[src/rtl/multdiv_unit.sv]
// multdiv_unit: iterative radix-2 shift-add multiply / restoring divide, signed or unsigned, with tag passthrough and flush.
// Latency: fixed WIDTH+1 cycles from accepting edge to the result_valid cycle; optional remainder port under MULTDIV_REM_EN.
// Backpressure: none; starts are ignored while busy, and the processor stalls on busy.
module multdiv_unit #(
  parameter int WIDTH = 32,
  parameter int TAG_W = 5
) (
  input  logic             clock,
  input  logic             reset,
  input  logic             start_mult,
  input  logic             start_div,
  input  logic             op_signed,
  input  logic [WIDTH-1:0] operand_a,
  input  logic [WIDTH-1:0] operand_b,
  input  logic [TAG_W-1:0] in_tag,
  input  logic             flush,
  output logic             busy,
  output logic             result_valid,
  output logic [WIDTH-1:0] result,
  output logic             exception,
  output logic [TAG_W-1:0] out_tag
`ifdef MULTDIV_REM_EN
  ,
  output logic [WIDTH-1:0] remainder
`endif
);

  localparam int CW = $clog2(WIDTH);

  typedef enum logic [1:0] {IDLE, RUN, DONE} state_t;

  state_t           state, state_n;
  logic             accept;
  logic [CW-1:0]    cnt;
  logic             is_div, sgn, neg_res, div0;
  logic [WIDTH-1:0] dv, hi, lo;
  logic [TAG_W-1:0] tag;

  logic             a_neg, b_neg;
  logic [WIDTH-1:0] a_mag, b_mag;

  logic [WIDTH:0]     msum, dshift;
  logic [WIDTH-1:0]   dsub, hi_step, lo_step;
  logic               dge;
  logic [2*WIDTH-1:0] prod, prod_s;
  logic [WIDTH-1:0]   quo;
  logic               mul_exc, div_exc;

  assign a_neg = op_signed & operand_a[WIDTH-1];
  assign b_neg = op_signed & operand_b[WIDTH-1];
  assign a_mag = a_neg ? -operand_a : operand_a;
  assign b_mag = b_neg ? -operand_b : operand_b;

  always_ff @(posedge clock or negedge reset) begin
    if (!reset) state <= IDLE;
    else        state <= state_n;
  end

  always_comb begin
    state_n = state;
    accept  = 1'b0;
    case (state)
      IDLE: if (!flush && (start_mult ^ start_div)) begin
        state_n = RUN;
        accept  = 1'b1;
      end
      RUN: begin
        if (flush)                      state_n = IDLE;
        else if (cnt == CW'(WIDTH - 1)) state_n = DONE;
      end
      DONE:    state_n = IDLE;
      default: state_n = IDLE;
    endcase
  end

  // {hi,lo} is the 2*WIDTH accumulator: product for multiply, {partial remainder, dividend/quotient} for divide
  always_comb begin
    msum    = {1'b0, hi} + (lo[0] ? {1'b0, dv} : '0);
    dshift  = {hi, lo[WIDTH-1]};
    dge     = (dshift >= {1'b0, dv});
    dsub    = dshift[WIDTH-1:0] - dv;
    hi_step = msum[WIDTH:1];
    lo_step = {msum[0], lo[WIDTH-1:1]};
    if (is_div) begin
      hi_step = dge ? dsub : dshift[WIDTH-1:0];
      lo_step = {lo[WIDTH-2:0], dge};
    end
  end

  assign prod    = {hi_step, lo_step};
  assign prod_s  = neg_res ? -prod : prod;
  assign mul_exc = sgn ? (prod_s[2*WIDTH-1:WIDTH] != {WIDTH{prod_s[WIDTH-1]}})
                       : (prod[2*WIDTH-1:WIDTH] != '0);
  assign quo     = neg_res ? -lo_step : lo_step;
  // A positive signed quotient with the top bit set can only come from MIN / -1
  assign div_exc = div0 | (sgn & ~neg_res & lo_step[WIDTH-1]);

`ifdef MULTDIV_REM_EN
  logic             neg_rem;
  logic [WIDTH-1:0] rem;
  assign rem = neg_rem ? -hi_step : hi_step;
`endif

  always_ff @(posedge clock or negedge reset) begin
    if (!reset) begin
      cnt          <= '0;
      is_div       <= 1'b0;
      sgn          <= 1'b0;
      neg_res      <= 1'b0;
      div0         <= 1'b0;
      dv           <= '0;
      hi           <= '0;
      lo           <= '0;
      tag          <= '0;
      busy         <= 1'b0;
      result_valid <= 1'b0;
      result       <= '0;
      exception    <= 1'b0;
      out_tag      <= '0;
`ifdef MULTDIV_REM_EN
      neg_rem      <= 1'b0;
      remainder    <= '0;
`endif
    end else begin
      if (accept) begin
        is_div  <= start_div;
        sgn     <= op_signed;
        neg_res <= a_neg ^ b_neg;
        div0    <= start_div & (operand_b == '0);
        tag     <= in_tag;
        cnt     <= '0;
        hi      <= '0;
        dv      <= start_div ? b_mag : a_mag;
        lo      <= start_div ? a_mag : b_mag;
`ifdef MULTDIV_REM_EN
        neg_rem <= a_neg;
`endif
      end else if (state == RUN) begin
        hi  <= hi_step;
        lo  <= lo_step;
        cnt <= cnt + CW'(1);
      end
      busy         <= (state_n != IDLE);
      result_valid <= (state_n == DONE);
      if (state == RUN && state_n == DONE) begin
        result    <= is_div ? (div0 ? '0 : quo) : prod_s[WIDTH-1:0];
        exception <= is_div ? div_exc : mul_exc;
        out_tag   <= tag;
`ifdef MULTDIV_REM_EN
        remainder <= is_div ? rem : '0;
`endif
      end
    end
  end

endmodule

[config.mk]
export PLATFORM = sky130hd
export DESIGN_NAME = multdiv_unit
export DESIGN_NICKNAME = d
export VERILOG_FILES = /design/src/rtl/multdiv_unit.sv
export SDC_FILE = /design/constraint.sdc
export NUM_CORES = 1
export LEC_CHECK = 0
export CAP_MARGIN = 20
export CELL_PAD_IN_SITES_DETAIL_PLACEMENT = 2
export CELL_PAD_IN_SITES_GLOBAL_PLACEMENT = 2
export CORE_MARGIN = 2
export CORE_UTILIZATION = 35
export DETAILED_ROUTE_END_ITERATION = 6
export PLACE_DENSITY = 0.79
export RECOVER_POWER = 25
export SYNTH_ARGS = -nofsm -noshare
export SYNTH_HDL_FRONTEND = slang
export SYNTH_SLANG_ARGS = --single-unit
[constraint.sdc]
create_clock -name clock -period 7.4 [get_ports clock]
set_input_delay 0.74 -clock clock [delete_from_list [all_inputs] [get_ports clock]]
set_output_delay 0.74 -clock clock [all_outputs]
set_load 0.02 [all_outputs]
==> metrics.cfg, run 1 <==
[status]
outcome=complete, but fails checks
violations=capacitance limit, slew limit

[route]
number_of_routed_nets_with_antenna_violations=0
detail_route.iter0.violations=947
route.detailed.wl_per_inst_um=25.2
routed_vias=15400
detail_route.drc_violations=0
route.final.wire_length_mm=64.4
post_drt_via_cell_ratio=6.03
total_iterations_of_the_first_detailed_routing_run=5

[timing]
grt_setup_unrepaired=no
post-route-min-period_ns=6.16
finalClockSkew_ns=0.0214
setup_viol=0
final_report_max_slew_violation_count=127
finalHoldViolations=0
achievable-frequency_mhz=162
max-slew-margin-rel=-2.52
setup_total_negative_slack_ns=0
timing_worst_slew_pin_value_ns=5.28
final_min_period_over_clock_period=0.833

[critical_path]
cp_data_arrival_time_ns=6.51
setup.worst_path.end_class=flop
setup.worst_path.class=flop to flop
critical_path_required_ns=7.74
worst_path_largest_cell_delay_ns=0.58
crit_fanout=7
critical_path.cell_chain=inv_1 -> ha_1 -> a21oi_1 -> o21ai_0 -> and2_1 -> nor3_4 -> a21o_1 -> a21oi_2 -> a21oi_1 -> ha_1 -> o21ai_0 -> nor3_1 -> nand3_1 -> or3_1 -> or3_1 -> o41ai_1 -> xor2_1 -> nor4_1 -> mux2i_1 -> nor4_1 -> a31oi_1
crit_path_start_kind=flop
timing.critical_path.slowest_stage_cell=or3_1

[grt]
global_route.usage.met2=0.506
grt_use_met3=0.0409
globalRouteTotalUtil=0.297
global_route.usage.met1=0.376
largest_net_degree_at_the_start_of_global_routing=108
antenna_violations_before_repair=1
global_route.peak_usage_layer=met2
grt_pass1_vias=16700
total_gr_overflow=0
first_pass_grt_wire_length_mm=99.8

[synth]
syn_nets=2097
seq_area_frac_synth=0.258
number_of_enable_type_register_cells_in_the_synthesized_netlist=0
netlist_area_um2=14700
synthArstFlopShare=1.00
netlist_instances=1951
yosysUniqueCellTypes=95
syn_avg_cell_area_um2=7.56
synth-warning-count=0
ys_ff_latch=152
ys_dominant_reg_cell=dfrtp_1

[finish]
mostFrequentLayoutCell=nand2_1
share_of_the_core_filled_with_cells_in_the_final_layout=0.407
layout.cells.non_filler=2555
final_design_area_no_fill_um2=17000
layout-drive-gt1-share=0.0581
finish.net_count=2148
layout-area-overhead-vs-synth_pct=15.2
most-common-layout-cells=284 x nand2_1, 203 x o21ai_0, 150 x dfrtp_1, 144 x a21oi_1, 139 x nor2_1

[placement]
detailedPlacementHpwl_mm=49.6
dpl.cell_count=2522
detailed_place.area_um2=16400
place.gp.congestion=0.896
port-buffer-count=114

[cts]
cts.sinks=152
post-cts-setup-buffers=0
post_cts_hold_buffer_count=0
tritoncts_clock_tree=yes
cts.root.buffer_cell=clkbuf_16
clk_latency_ns=0.48
cts.clk_slew.worst_paths_ns=0.08
post_cts.resized_instances=0
max-clock-path-buffers=2
h_tree_lvls=4
tritoncts.num_buffers=17

[floorplan]
io-pin-count=115
floorplan.initialDensity=0.353
rows=75
standard_cell_core_area_um2=41800
die_w_um=209
die_height_um=209
dieArea_um2=43800

[power_and_ir_drop]
design_power_total_mw=7.48
vdd_drop_max_v=0.000156
power_per_cell_area_nw_per_um2=441
p_leak_nw=6.94

[min_path]
timing.hold.worst.class=flop to flop

[job]
maxcap_viol_count=2

==> through the flow <==
stage                     hold slack, ns  setup slack (ns)
final                              0.481              1.24
after floorplan                    0.439              1.16
after CTS                          0.384              1.29
after detailed placement           0.455              1.35
after global placement             0.452              1.66
after global routing               0.515             0.426
==> final timing paths <==
kind	cells after the start	startpoint	end	slack [ns]
hold / removal	2	tag[3]	out_tag[3]	0.48
max in group asynchronous	1	reset	is_div	1.48
setup / recovery	21	dv[8]	exception	1.24
hold reg to reg	2	tag[3]	out_tag[3]	0.48
setup reg to reg	21	dv[8]	exception	1.24
min in group asynchronous	1	reset	hi[8]	2.17
==> sequential cells by signal (all words and copies together) (netlist names) <==
name	count
busy	1
exception	1
neg_res	1
result_valid	1
cnt	5
lo	32
dv	32
sgn	1
div0	1
tag	5
out_tag	5
hi	32
state	2
is_div	1
result	32
==> worst max-delay path: cells and delay by family (launching register included) <==
kind / cells / cell delay [ns]
XOR/XNOR: 1 / 0.15
flip-flops: 1 / 0.37
multiplexers: 1 / 0.11
adder cells (fa/ha/maj): 2 / 0.66
AND/OR/NAND/NOR: 8 / 2.92
buffers and inverters: 1 / 0.07
AO/OA/AOI/OAI: 8 / 1.77
==> report_power, final <==
part / internal (mW) / leakage, nW / switching [mW]
clock: 0.489 / 0.300 / 0.468
combinational: 1.85 / 4.70 / 3.31
sequential: 1.07 / 1.94 / 0.303
total: 3.41 / 6.94 / 4.08
==> cells in the mapped netlist, types with 28 or more instances <==
library cell / count / area share
nand2_1: 285 / 0.073
o21ai_0: 203 / 0.069
dfrtp_1: 152 / 0.26
a21oi_1: 144 / 0.049
nor2_1: 139 / 0.035
xnor2_1: 106 / 0.063
clkbuf_1: 84 / 0.021
ha_1: 69 / 0.059
nand3_1: 63 / 0.021
xor2_1: 62 / 0.037
inv_1: 58 / 0.015
o211ai_1: 58 / 0.030
and2_1: 50 / 0.021
nor3_1: 49 / 0.017
mux2i_1: 45 / 0.031
a31oi_1: 28 / 0.012
==> area by class of cell <==
class / instances / area, µm²
inverter: 61 / 229
clock inverter: 15 / 199
timing repair buffer: 145 / 1380
tap: 539 / 674
fill: 4800 / 24800
multi-input combinational: 1625 / 10300
clock buffer: 17 / 425
sequential: 152 / 3810
antenna: 1 / 2.50
==> routing by layer <==
metal / wire [µm] / part of all wire / up-vias
met1: 28400 / 0.44 / 7854
met3: 2370 / 0.037 / 112
li1: - / - / 7127
met2: 31000 / 0.48 / 310
met4: 2670 / 0.041 / 0
met5: 0 / 0 / -
==> cells by family (layout without fill, tap and decap cells) <==
logic type               after synthesis  count (layout)  share of synthesized area
multiplexers                          52              52                     0.0359
other                                  0               1                          0
AND/OR/NAND/NOR                      726             726                      0.234
AO/OA/AOI/OAI                        608             608                      0.265
adder cells (fa/ha/maj)               71              71                     0.0613
buffers and inverters                174             238                     0.0465
flip-flops                           152             152                      0.258
XOR/XNOR                             168             168                     0.0998
Power figures use the tool's default switching activity.
==> run 2, diff against run 1 <==
--- a/config.mk
+++ b/config.mk
@@ -9,9 +9,9 @@
 export CELL_PAD_IN_SITES_DETAIL_PLACEMENT = 2
 export CELL_PAD_IN_SITES_GLOBAL_PLACEMENT = 2
 export CORE_MARGIN = 2
-export CORE_UTILIZATION = 35
+export CORE_UTILIZATION = 32
 export DETAILED_ROUTE_END_ITERATION = 6
-export PLACE_DENSITY = 0.79
+export PLACE_DENSITY = 0.76
 export RECOVER_POWER = 25
 export SYNTH_ARGS = -nofsm -noshare
 export SYNTH_HDL_FRONTEND = slang
==> constraint.sdc (replaced) <==
create_clock -name clock -period 5.55 [get_ports clock]
set_input_delay 0.555 -clock clock [delete_from_list [all_inputs] [get_ports clock]]
set_output_delay 0.555 -clock clock [all_outputs]
set_load 0.02 [all_outputs]
==> run 2 against run 1 <==
  * The flow still finishes with violations (capacitance limit, slew limit)
  * First-iteration DRC count down 1.7%
  * Wire length rose by 5.9%
  * Sequential cell count is the same
  * Critical path depth decreased by 2
  * Global-route usage shrank 0.95 points
  * Non-clock buffer count rose by 65
  * Sequential power grew 31%
  * Clock power increased by 44%
  * Via count rose by 2.9%
  * Critical path type unchanged
  * Critical endpoint unchanged
  * Largest power group unchanged
  * Highest routed layer unchanged
==> metrics.cfg, run 2 (synthesized netlist as in run 1, its figures left out) <==
[status]
outcome=complete, but fails checks
violations=capacitance limit, slew limit

[route]
routed_vias=15800
detail_route.drc_violations=0
total_iterations_of_the_first_detailed_routing_run=5
route.final.wire_length_mm=68.2
detail_route.iter0.violations=931
post_drt_via_cell_ratio=5.91
route.detailed.wl_per_inst_um=25.4
number_of_routed_nets_with_antenna_violations=0

[finish]
fillCellCount=5263
layout-area-overhead-vs-synth_pct=19.8
antenna_cells_inserted=0
layout-drive-gt1-share=0.0938
mostFrequentLayoutCell=nand2_1
most-common-layout-cells=284 x nand2_1, 201 x o21ai_0, 150 x dfrtp_1, 142 x a21oi_1, 139 x nor2_1
finish.net_count=2213

[critical_path]
timing.critical_path.mode_cell=a21oi_1
r2r_start=lo[0]
worst_path_largest_cell_delay_ns=0.47
setup.worst_path.end_class=flop
crit_end=exception
worst-r2r-cell-count=19
worst-r2r-setup-slack_ns=0.22
timing.critical_path.slowest_stage_cell=a21oi_1
cp_data_arrival_time_ns=5.69
setup.worst_path.class=flop to flop
crit_fanout=10
critical_path_required_ns=5.91
r2r_end=exception
crit_path_start_kind=flop
setup.worst_path.start=lo[0]
critical_path.cell_chain=buf_4 -> and2_1 -> ha_1 -> nand3_1 -> or2_2 -> a211o_1 -> a21oi_1 -> o211ai_1 -> a21oi_1 -> a221oi_1 -> buf_4 -> nor2_1 -> nand4_1 -> nor3b_1 -> a21oi_1 -> xor2_1 -> or4_1 -> mux2i_1 -> a31oi_1

[cts]
cts.sinks=152
post_cts_hold_buffer_count=0
cts.root.buffer_cell=clkbuf_16
h_tree_lvls=4
tritoncts.num_buffers=17
cts.clk_slew.worst_paths_ns=0.08
max-clock-path-buffers=2
tritoncts_clock_tree=yes
clk_latency_ns=0.49

[timing]
setup_total_negative_slack_ns=0
setup_viol=0
timing_worst_slew_pin_value_ns=4.50
achievable-frequency_mhz=188
finalClockSkew_ns=0.0205
final_min_period_over_clock_period=0.961
post-route-min-period_ns=5.33
finalHoldViolations=0
max-slew-margin-rel=-2.00
final_report_max_slew_violation_count=71

[floorplan]
die_w_um=219
io-pin-count=115
dieArea_um2=47800
die_height_um=219
standard_cell_core_area_um2=45400
floorplan.initialDensity=0.325
rows=78

[grt]
grt_pass1_vias=17100
largest_net_degree_at_the_start_of_global_routing=88
first_pass_grt_wire_length_mm=105
globalRouteTotalUtil=0.288
total_gr_overflow=0
antenna_violations_before_repair=3

[placement]
detailedPlacementHpwl_mm=52.5
place.gp.congestion=0.921
port-buffer-count=114

[power_and_ir_drop]
power_per_cell_area_nw_per_um2=606
p_leak_nw=7.30
vdd_drop_max_v=0.000221
design_power_total_mw=10.7

[min_path]
timing.hold.worst.class=flop to flop
min-delay-start=tag[0]

[job]
maxcap_viol_count=1

-- run 2: how the worst min path moves through the flow --
stage,end,cells past startpoint
detailed placement,out_tag[0],2
finish,out_tag[0],2
global placement,out_tag[0],2
floorplan,busy,0
CTS,hi[8],1
global route,tag[4],2
-- run 2: cell type report --
type / instances / area [µm²] / area share
Multi-Input combinational cell: 1625 / 10400 / 0.586
Sequential cell: 152 / 3810 / 0.216
Timing Repair Buffer: 210 / 1870 / 0.106
Tap cell: 600 / 751 / 0.0425
Clock buffer: 18 / 439 / 0.0249
Inverter: 61 / 229 / 0.0130
Clock inverter: 14 / 210 / 0.0119
-- run 2: what timing repair did --
action / CTS / global route
hold endpoints to repair: 0 / 0
pin swaps: 0 / 5
buffers inserted: 0 / 4
endpoints found under the setup margin: 1 / 1
resized for setup: 2 / 17
-- run 2: per-layer routing --
metal,part of all wire,vias up,GRT usage
li1,-,7251,-
met1,0.43,8196,0.362
met2,0.50,300,0.509
met3,0.033,99,0.0345
met4,0.029,0,0.0944
met5,0,-,0
-- run 2: power by group --
part	switching, mW	internal [mW]	leakage (nW)
clock network	0.601	0.779	0.317
logic	4.70	2.83	5.05
registers	0.376	1.43	1.94
total	5.67	5.03	7.30
-- run 2: critical path, delay by kind of cell, from the launching register on --
kind / cells / cell delay, ns
fa+ha+maj: 1 / 0.37
buf+inv: 2 / 0.41
xor+xnor: 1 / 0.18
flops: 1 / 0.46
mux: 1 / 0.17
compound gates: 7 / 1.56
simple gates: 7 / 2.05
-- run 2: metrics by stage --
step | worst slack, ns | instances | utilization | instance area, µm² | hold slack (ns)
global route | -0.00552 | 2680 | 0.389 | 17700 | 0.496
CTS | 0.0594 | 2676 | 0.387 | 17600 | 0.0956
finish | 0.217 | 2680 | 0.389 | 17700 | 0.470
floorplan | 0.00134 | 1951 | - | 14800 | 0.259
detailed placement | -0.0376 | 2644 | 0.372 | 16900 | 0.459
global placement | 0.221 | 2643 | 0.372 | 16900 | 0.447
==> run 3, diff against run 2 <==
--- a/config.mk
+++ b/config.mk
@@ -5,11 +5,12 @@
 export SDC_FILE = /design/constraint.sdc
 export NUM_CORES = 1
 export LEC_CHECK = 0
+export ABC_AREA = 1
 export CAP_MARGIN = 20
 export CELL_PAD_IN_SITES_DETAIL_PLACEMENT = 2
 export CELL_PAD_IN_SITES_GLOBAL_PLACEMENT = 2
 export CORE_MARGIN = 2
-export CORE_UTILIZATION = 32
+export CORE_UTILIZATION = 29
 export DETAILED_ROUTE_END_ITERATION = 6
 export PLACE_DENSITY = 0.76
 export RECOVER_POWER = 25
==> run 3 against run 2 <==
  * The flow still finishes with violations (capacitance limit, slew limit)
  * Non-clock buffer count decreased by 66
  * Via count increased by 25%
  * Highest routed layer unchanged
  * Sequential cell count unchanged
  * Power increased by 13%
==> metrics.cfg, run 3 <==
[timing]
post-route-min-period_ns=5.13
final_report_max_slew_violation_count=69
finalClockSkew_ns=0.0277
grt_setup_unrepaired=no
final_min_period_over_clock_period=0.925
setup_viol=0
finalHoldViolations=0
timing_worst_slew_pin_value_ns=4.44
achievable-frequency_mhz=195
setup_total_negative_slack_ns=0
max-slew-margin-rel=-1.96

[status]
outcome=complete, but fails checks
violations=capacitance limit, slew limit

[placement]
place.gp.congestion=0.985
port-buffer-count=114
detailedPlacementHpwl_mm=72.6

[cts]
h_tree_lvls=4
tritoncts.num_buffers=17
cts.root.buffer_cell=clkbuf_16
max-clock-path-buffers=2
cts.clk_slew.worst_paths_ns=0.09
cts.sinks=152
clk_latency_ns=0.51
tritoncts_clock_tree=yes

[power_and_ir_drop]
vdd_drop_max_v=0.000290
p_leak_nw=9.83
design_power_total_mw=12.1
power_per_cell_area_nw_per_um2=623

[finish]
finish.net_count=3087
layout-drive-gt1-share=0.0626
most-common-layout-cells=922 x nand2_1, 384 x inv_1, 303 x nor2_1, 213 x nand3_1, 176 x o21ai_0
fillCellCount=7297
layout-area-overhead-vs-synth_pct=15.1
mostFrequentLayoutCell=nand2_1

[floorplan]
floorplan.initialDensity=0.293
rows=88
standard_cell_core_area_um2=57700
die_w_um=245
die_height_um=245
dieArea_um2=60200
io-pin-count=115

[synth]
number_of_enable_type_register_cells_in_the_synthesized_netlist=0
netlist_area_um2=16900
synthArstFlopShare=1.00
syn_nets=3014
synth.top_cell.area_share=0.225
synthTopCellsByArea=dfrtp_1 23%, nand2_1 20%, inv_1 8.6%
seq_area_frac_synth=0.225
syn_avg_cell_area_um2=5.89
yosys.cell_count.top_type=nand2_1
yosysUniqueCellTypes=55
ys_ff_latch=152
synth.top_cells.by_count=922 x nand2_1, 386 x inv_1, 305 x nor2_1, 213 x nand3_1, 176 x o21ai_0
synth-warning-count=0
netlist_instances=2868
synth_top_area_cell=dfrtp_1
ys_dominant_reg_cell=dfrtp_1

[route]
total_iterations_of_the_first_detailed_routing_run=5
detail_route.drc_violations=0
number_of_routed_nets_with_antenna_violations=0
route.detailed.wl_per_inst_um=24.1
detail_route.iter0.violations=995
route.final.wire_length_mm=89.6
post_drt_via_cell_ratio=5.33
routed_vias=19800

[grt]
antenna_violations_before_repair=3
grt_pass1_vias=21800
largest_net_degree_at_the_start_of_global_routing=78
globalRouteTotalUtil=0.302
total_gr_overflow=0
first_pass_grt_wire_length_mm=136

[critical_path]
setup.worst_path.end_class=flop
setup.worst_path.start=dv[11]
critical_path_required_ns=5.93
timing.critical_path.mode_cell=nand2_1
crit_path_start_kind=flop
cp_data_arrival_time_ns=5.52
worst_path_largest_cell_delay_ns=0.46
timing.critical_path.slowest_stage_cell=dfrtp_1
setup.worst_path.class=flop to flop
crit_fanout=5
r2r_start=dv[11]

[min_path]
timing.hold.worst.class=flop to flop
min-delay-start=tag[2]

[job]
maxcap_viol_count=1

[run 3: path summary, 6_finish.rpt]
| check | to | slack (ns) | depth (start not counted) |
|---|---|---|---|
| max | exception | 0.42 | 35 |
| min | tag[2] | 0.50 | 2 |
| max reg2reg | exception | 0.42 | 35 |
| min reg2reg | tag[2] | 0.50 | 2 |
| max in group asynchronous | is_div | 0.80 | 1 |
| min in group asynchronous | dv[24] | 1.55 | 1 |
[run 3: cells by family (layout without fill, tap and decap cells)]
| kind of cell | count (synthesis) | in the layout | share of synthesized area |
|---|---|---|---|
| AOI/OAI and AO/OA | 417 | 417 | 0.142 |
| DFF | 152 | 152 | 0.225 |
| adders and majority gates | 71 | 71 | 0.0535 |
| buffers and inverters | 493 | 579 | 0.114 |
| other | 0 | 1 | 0 |
| and+or+nand+nor | 1645 | 1645 | 0.419 |
| xor gates and xnor gates | 90 | 90 | 0.0466 |
[run 3: cell type report]
cell class | count | area (µm²) | share of cell area
antenna | 1 | 2.50 | 0.000129
clock buffer | 17 | 425 | 0.0219
clock inverter | 15 | 201 | 0.0104
inverter | 403 | 1510 | 0.0778
multi-input combinational | 2223 | 11200 | 0.575
sequential | 152 | 3810 | 0.196
tap | 765 | 957 | 0.0492
timing repair buffer | 144 | 1350 | 0.0696
[run 3: routing by layer]
layer	up-vias	GRT usage	routed length [µm]	share of wire
met4	0	0.144	4300	0.048
met1	9989	0.376	39300	0.44
met2	374	0.512	42800	0.48
met5	-	0	0	0
li1	9332	-	-	-
met3	143	0.0411	3160	0.035
[run 3: critical path: cells and delay by family, from the launching register on]
kind,cells,cell delay [ns]
AND/OR/NAND/NOR,26,3.23
AO/OA/AOI/OAI,3,0.40
adder cells (fa/ha/maj),2,0.51
flip-flops,1,0.46
buffers and inverters,4,0.43
[run 3: what timing repair did]
action	4_1_cts	5_1_grt
gates resized for setup	0	4
buffers inserted	0	1
setup endpoints to repair	0	1
hold buffers	0	0
[run 3: power by group]
part	switching (mW)	internal, mW	total [mW]
Sequential	0.349	1.42	1.76
Combinational	6.55	2.45	9.00
Clock	0.722	0.620	1.34
[run 3: metrics by stage]
| step | util | std cells | cell area [µm²] | setup WS, ns | hold WS, ns |
|---|---|---|---|---|---|
| 2_1_floorplan | - | 2868 | 16900 | 1.68 | 0.259 |
| 3_3_place_gp | 0.326 | 3686 | 18800 | 0.496 | 0.458 |
| 3_5_place_dp | 0.326 | 3686 | 18800 | 0.314 | 0.483 |
| 4_1_cts | 0.337 | 3718 | 19400 | 0.270 | 0.0888 |
| 5_1_grt | 0.337 | 3719 | 19400 | 0.00223 | 0.525 |
| 6_report | 0.337 | 3720 | 19400 | 0.416 | 0.499 |
==> edit: new RTL, config.mk and constraints of run 1 <==
Register the input `operand_b` before use. The logic sees it one clock later. The other inputs are not delayed to match.
--- a/src/rtl/multdiv_unit.sv
+++ b/src/rtl/multdiv_unit.sv
@@ -31,2 +31,8 @@
 
+  logic [WIDTH-1:0] operand_b_q;
+
+  always_ff @(posedge clock) begin
+    operand_b_q <= operand_b;
+  end
+
   state_t           state, state_n;
@@ -49,5 +55,5 @@
   assign a_neg = op_signed & operand_a[WIDTH-1];
-  assign b_neg = op_signed & operand_b[WIDTH-1];
+  assign b_neg = op_signed & operand_b_q[WIDTH-1];
   assign a_mag = a_neg ? -operand_a : operand_a;
-  assign b_mag = b_neg ? -operand_b : operand_b;
+  assign b_mag = b_neg ? -operand_b_q : operand_b_q;
 
@@ -128,3 +134,3 @@
         neg_res <= a_neg ^ b_neg;
-        div0    <= start_div & (operand_b == '0);
+        div0    <= start_div & (operand_b_q == '0);
         tag     <= in_tag;
Formal check against the unedited RTL: same outputs for any inputs over 10 cycles, from zero or initial values and one cycle with reset low; that may be too few to reach the edited logic, so the function may still have changed.
==> edit against run 1 <==
The run still ends with max-capacitance violations, max-slew violations left; synthesized cell count up 3.8%; synthesized area up 5.5%; setup slack worse by 740 ps; first-iteration DRC count up 4.3%; total power up 6.0%; clock skew down 6.8 ps; utilization down 0.12 points; sequential cell count up 32; sequential share of layout area up 2.5 points; routed wire length up 6.8%; cell area up 5.1%.
==> edit: results (changes against run 1) <==
Routing
  • Total vias in the final route: 16200 (was 15400)
  • DRT Wirelength: 68800 um (was 64400 um)
  • Starting DRC count in detailed routing: 988 (was 947)

Synth
  • Post-synthesis cell type count: 93 (was 95)
  • Most area-consuming cells after synthesis: sky130_fd_sc_hd__dfrtp_1 24%, sky130_fd_sc_hd__nand2_1 7.0%, sky130_fd_sc_hd__o21ai_0 6.0% (was sky130_fd_sc_hd__dfrtp_1 26%, sky130_fd_sc_hd__nand2_1 7.3%, sky130_fd_sc_hd__o21ai_0 6.9%)
  • Leading post-synthesis cells by instance count: 291 x sky130_fd_sc_hd__nand2_1, 188 x sky130_fd_sc_hd__o21ai_0, 162 x sky130_fd_sc_hd__nor2_1, 152 x sky130_fd_sc_hd__dfrtp_1, 146 x sky130_fd_sc_hd__a21oi_1 (was 285 x sky130_fd_sc_hd__nand2_1, 203 x sky130_fd_sc_hd__o21ai_0, 152 x sky130_fd_sc_hd__dfrtp_1, 144 x sky130_fd_sc_hd__a21oi_1, 139 x sky130_fd_sc_hd__nor2_1)
  • Synthesized area divided by synthesized cell count: 7.68 um2 (was 7.56 um2)
  • Number of nets in the synthesized netlist: 2172 (was 2097)
  • Proportion of synthesized chip area in sequential cells: 0.286 (was 0.258)

Run status
  • Failing checks: max-capacitance violations, max-slew violations (unchanged)
  • Result of the run: complete, but fails checks (unchanged)

Global routing
  • GRT Resource Usage Total: 0.296 (was 0.297)
  • Largest net degree at the start of global routing: 89 (was 108)

Place
  • Estimated wirelength of the detail-placed design: 53500 um (was 49600 um)
  • Placer's final routability congestion estimate: 0.906 (was 0.896)

Critical path
  • Critical Path Fanout Max: 10 (was 7)
  • Critical Path Slowest Stage Cell: sky130_fd_sc_hd__or4_1 (was sky130_fd_sc_hd__or3_1)
  • Worst r2r path cells: 24 (was 21)
  • Data arrival time of the worst path: 7230 ps (was 6510 ps)
  • Slowest stage delay, CP: 760 ps (was 580 ps)

Timing
  • Tightest Pin Transition: 3380 ps (was 5280 ps)
  • Max-slew violation count: 103 (was 127)
  • Post-route clock skew: 14.6 ps (was 21.4 ps)

Pwr
  • Worst supply voltage drop on vdd: 0.209 mV (was 0.156 mV)
  • Leakage power total: 7.44 nW (was 6.94 nW)

Flow run
  • Max-cap violation count: 2 (unchanged)

Layout
  • Filler instances: 5037 (was 4800)
==> edit: cell types whose count changed after synthesis, moves of 8 or more <==
cell | before | now
sky130_fd_sc_hd__dfxtp_1 | 0 | 32
sky130_fd_sc_hd__nor2_1 | 139 | 162
sky130_fd_sc_hd__o211ai_1 | 58 | 40
sky130_fd_sc_hd__o21ai_0 | 203 | 188
sky130_fd_sc_hd__and2_1 | 50 | 39
sky130_fd_sc_hd__inv_1 | 58 | 67
sky130_fd_sc_hd__o221ai_1 | 6 | 14
==> edit: worst paths after layout <==
check / start / to / slack [ps]
worst max register to register: dv[24] / exception / 500
max in group asynchronous: reset / hi[2] / 1970
min in group asynchronous: reset / lo[18] / 1390
worst max-delay path: dv[24] / exception / 500
worst min-delay path: out_tag[3] / out_tag[3] / 480
worst min register to register: out_tag[3] / out_tag[3] / 480
==> edit: cell type report <==
cell class                 count  area share
sequential                   184       0.249
timing repair buffer         152      0.0803
multi-input combinational   1657       0.582
inverter                      69      0.0145
tap                          592      0.0415
clock buffer                  21      0.0276
clock inverter                11     0.00526
==> edit: metal layers <==
| metal | vias up | track usage | routed length [um] |
|---|---|---|---|
| li1 | 7386 | - | - |
| met1 | 8385 | 0.381 | 30500 |
| met2 | 368 | 0.508 | 33700 |
| met3 | 98 | 0.0381 | 2590 |
| met4 | 2 | 0.105 | 1940 |
| met5 | - | 0 | 13 |
==> edit: power by group <==
group / total, mW / switching [mW] / internal, mW
Sequential: 1.55 / 0.300 / 1.25
Clock: 0.961 / 0.472 / 0.489
Combinational: 5.43 / 3.54 / 1.89
==> edit: metrics by stage <==
| step | hold WS [ps] | setup slack (ps) | area [um2] | util | total power [mW] |
|---|---|---|---|---|---|
| 6_report | 478 | 502 | 17900 | 0.405 | 7.94 |
| 5_1_grt | 510 | 24.9 | 17900 | 0.405 | 8.43 |
| 4_1_cts | 229 | 541 | 17800 | 0.405 | 7.88 |
| 3_5_place_dp | 471 | 692 | 17300 | 0.392 | 6.87 |
| 3_3_place_gp | 445 | 1030 | 17300 | 0.392 | 6.70 |
| 2_1_floorplan | 439 | 544 | 15600 | - | 4.95 |
==> edit: kinds of logic (layout without fill, tap and decap cells) <==
| group | Yosys count | in the layout | share of synthesized area |
|---|---|---|---|
| AOI/OAI and AO/OA | 595 | 595 | 0.246 |
| muxes | 52 | 52 | 0.0340 |
| buffers and inverters | 185 | 253 | 0.0480 |
| adders and majority gates | 71 | 71 | 0.0581 |
| and+or+nand+nor | 776 | 776 | 0.236 |
| DFF | 184 | 184 | 0.286 |
| xor gates and xnor gates | 163 | 163 | 0.0918 |
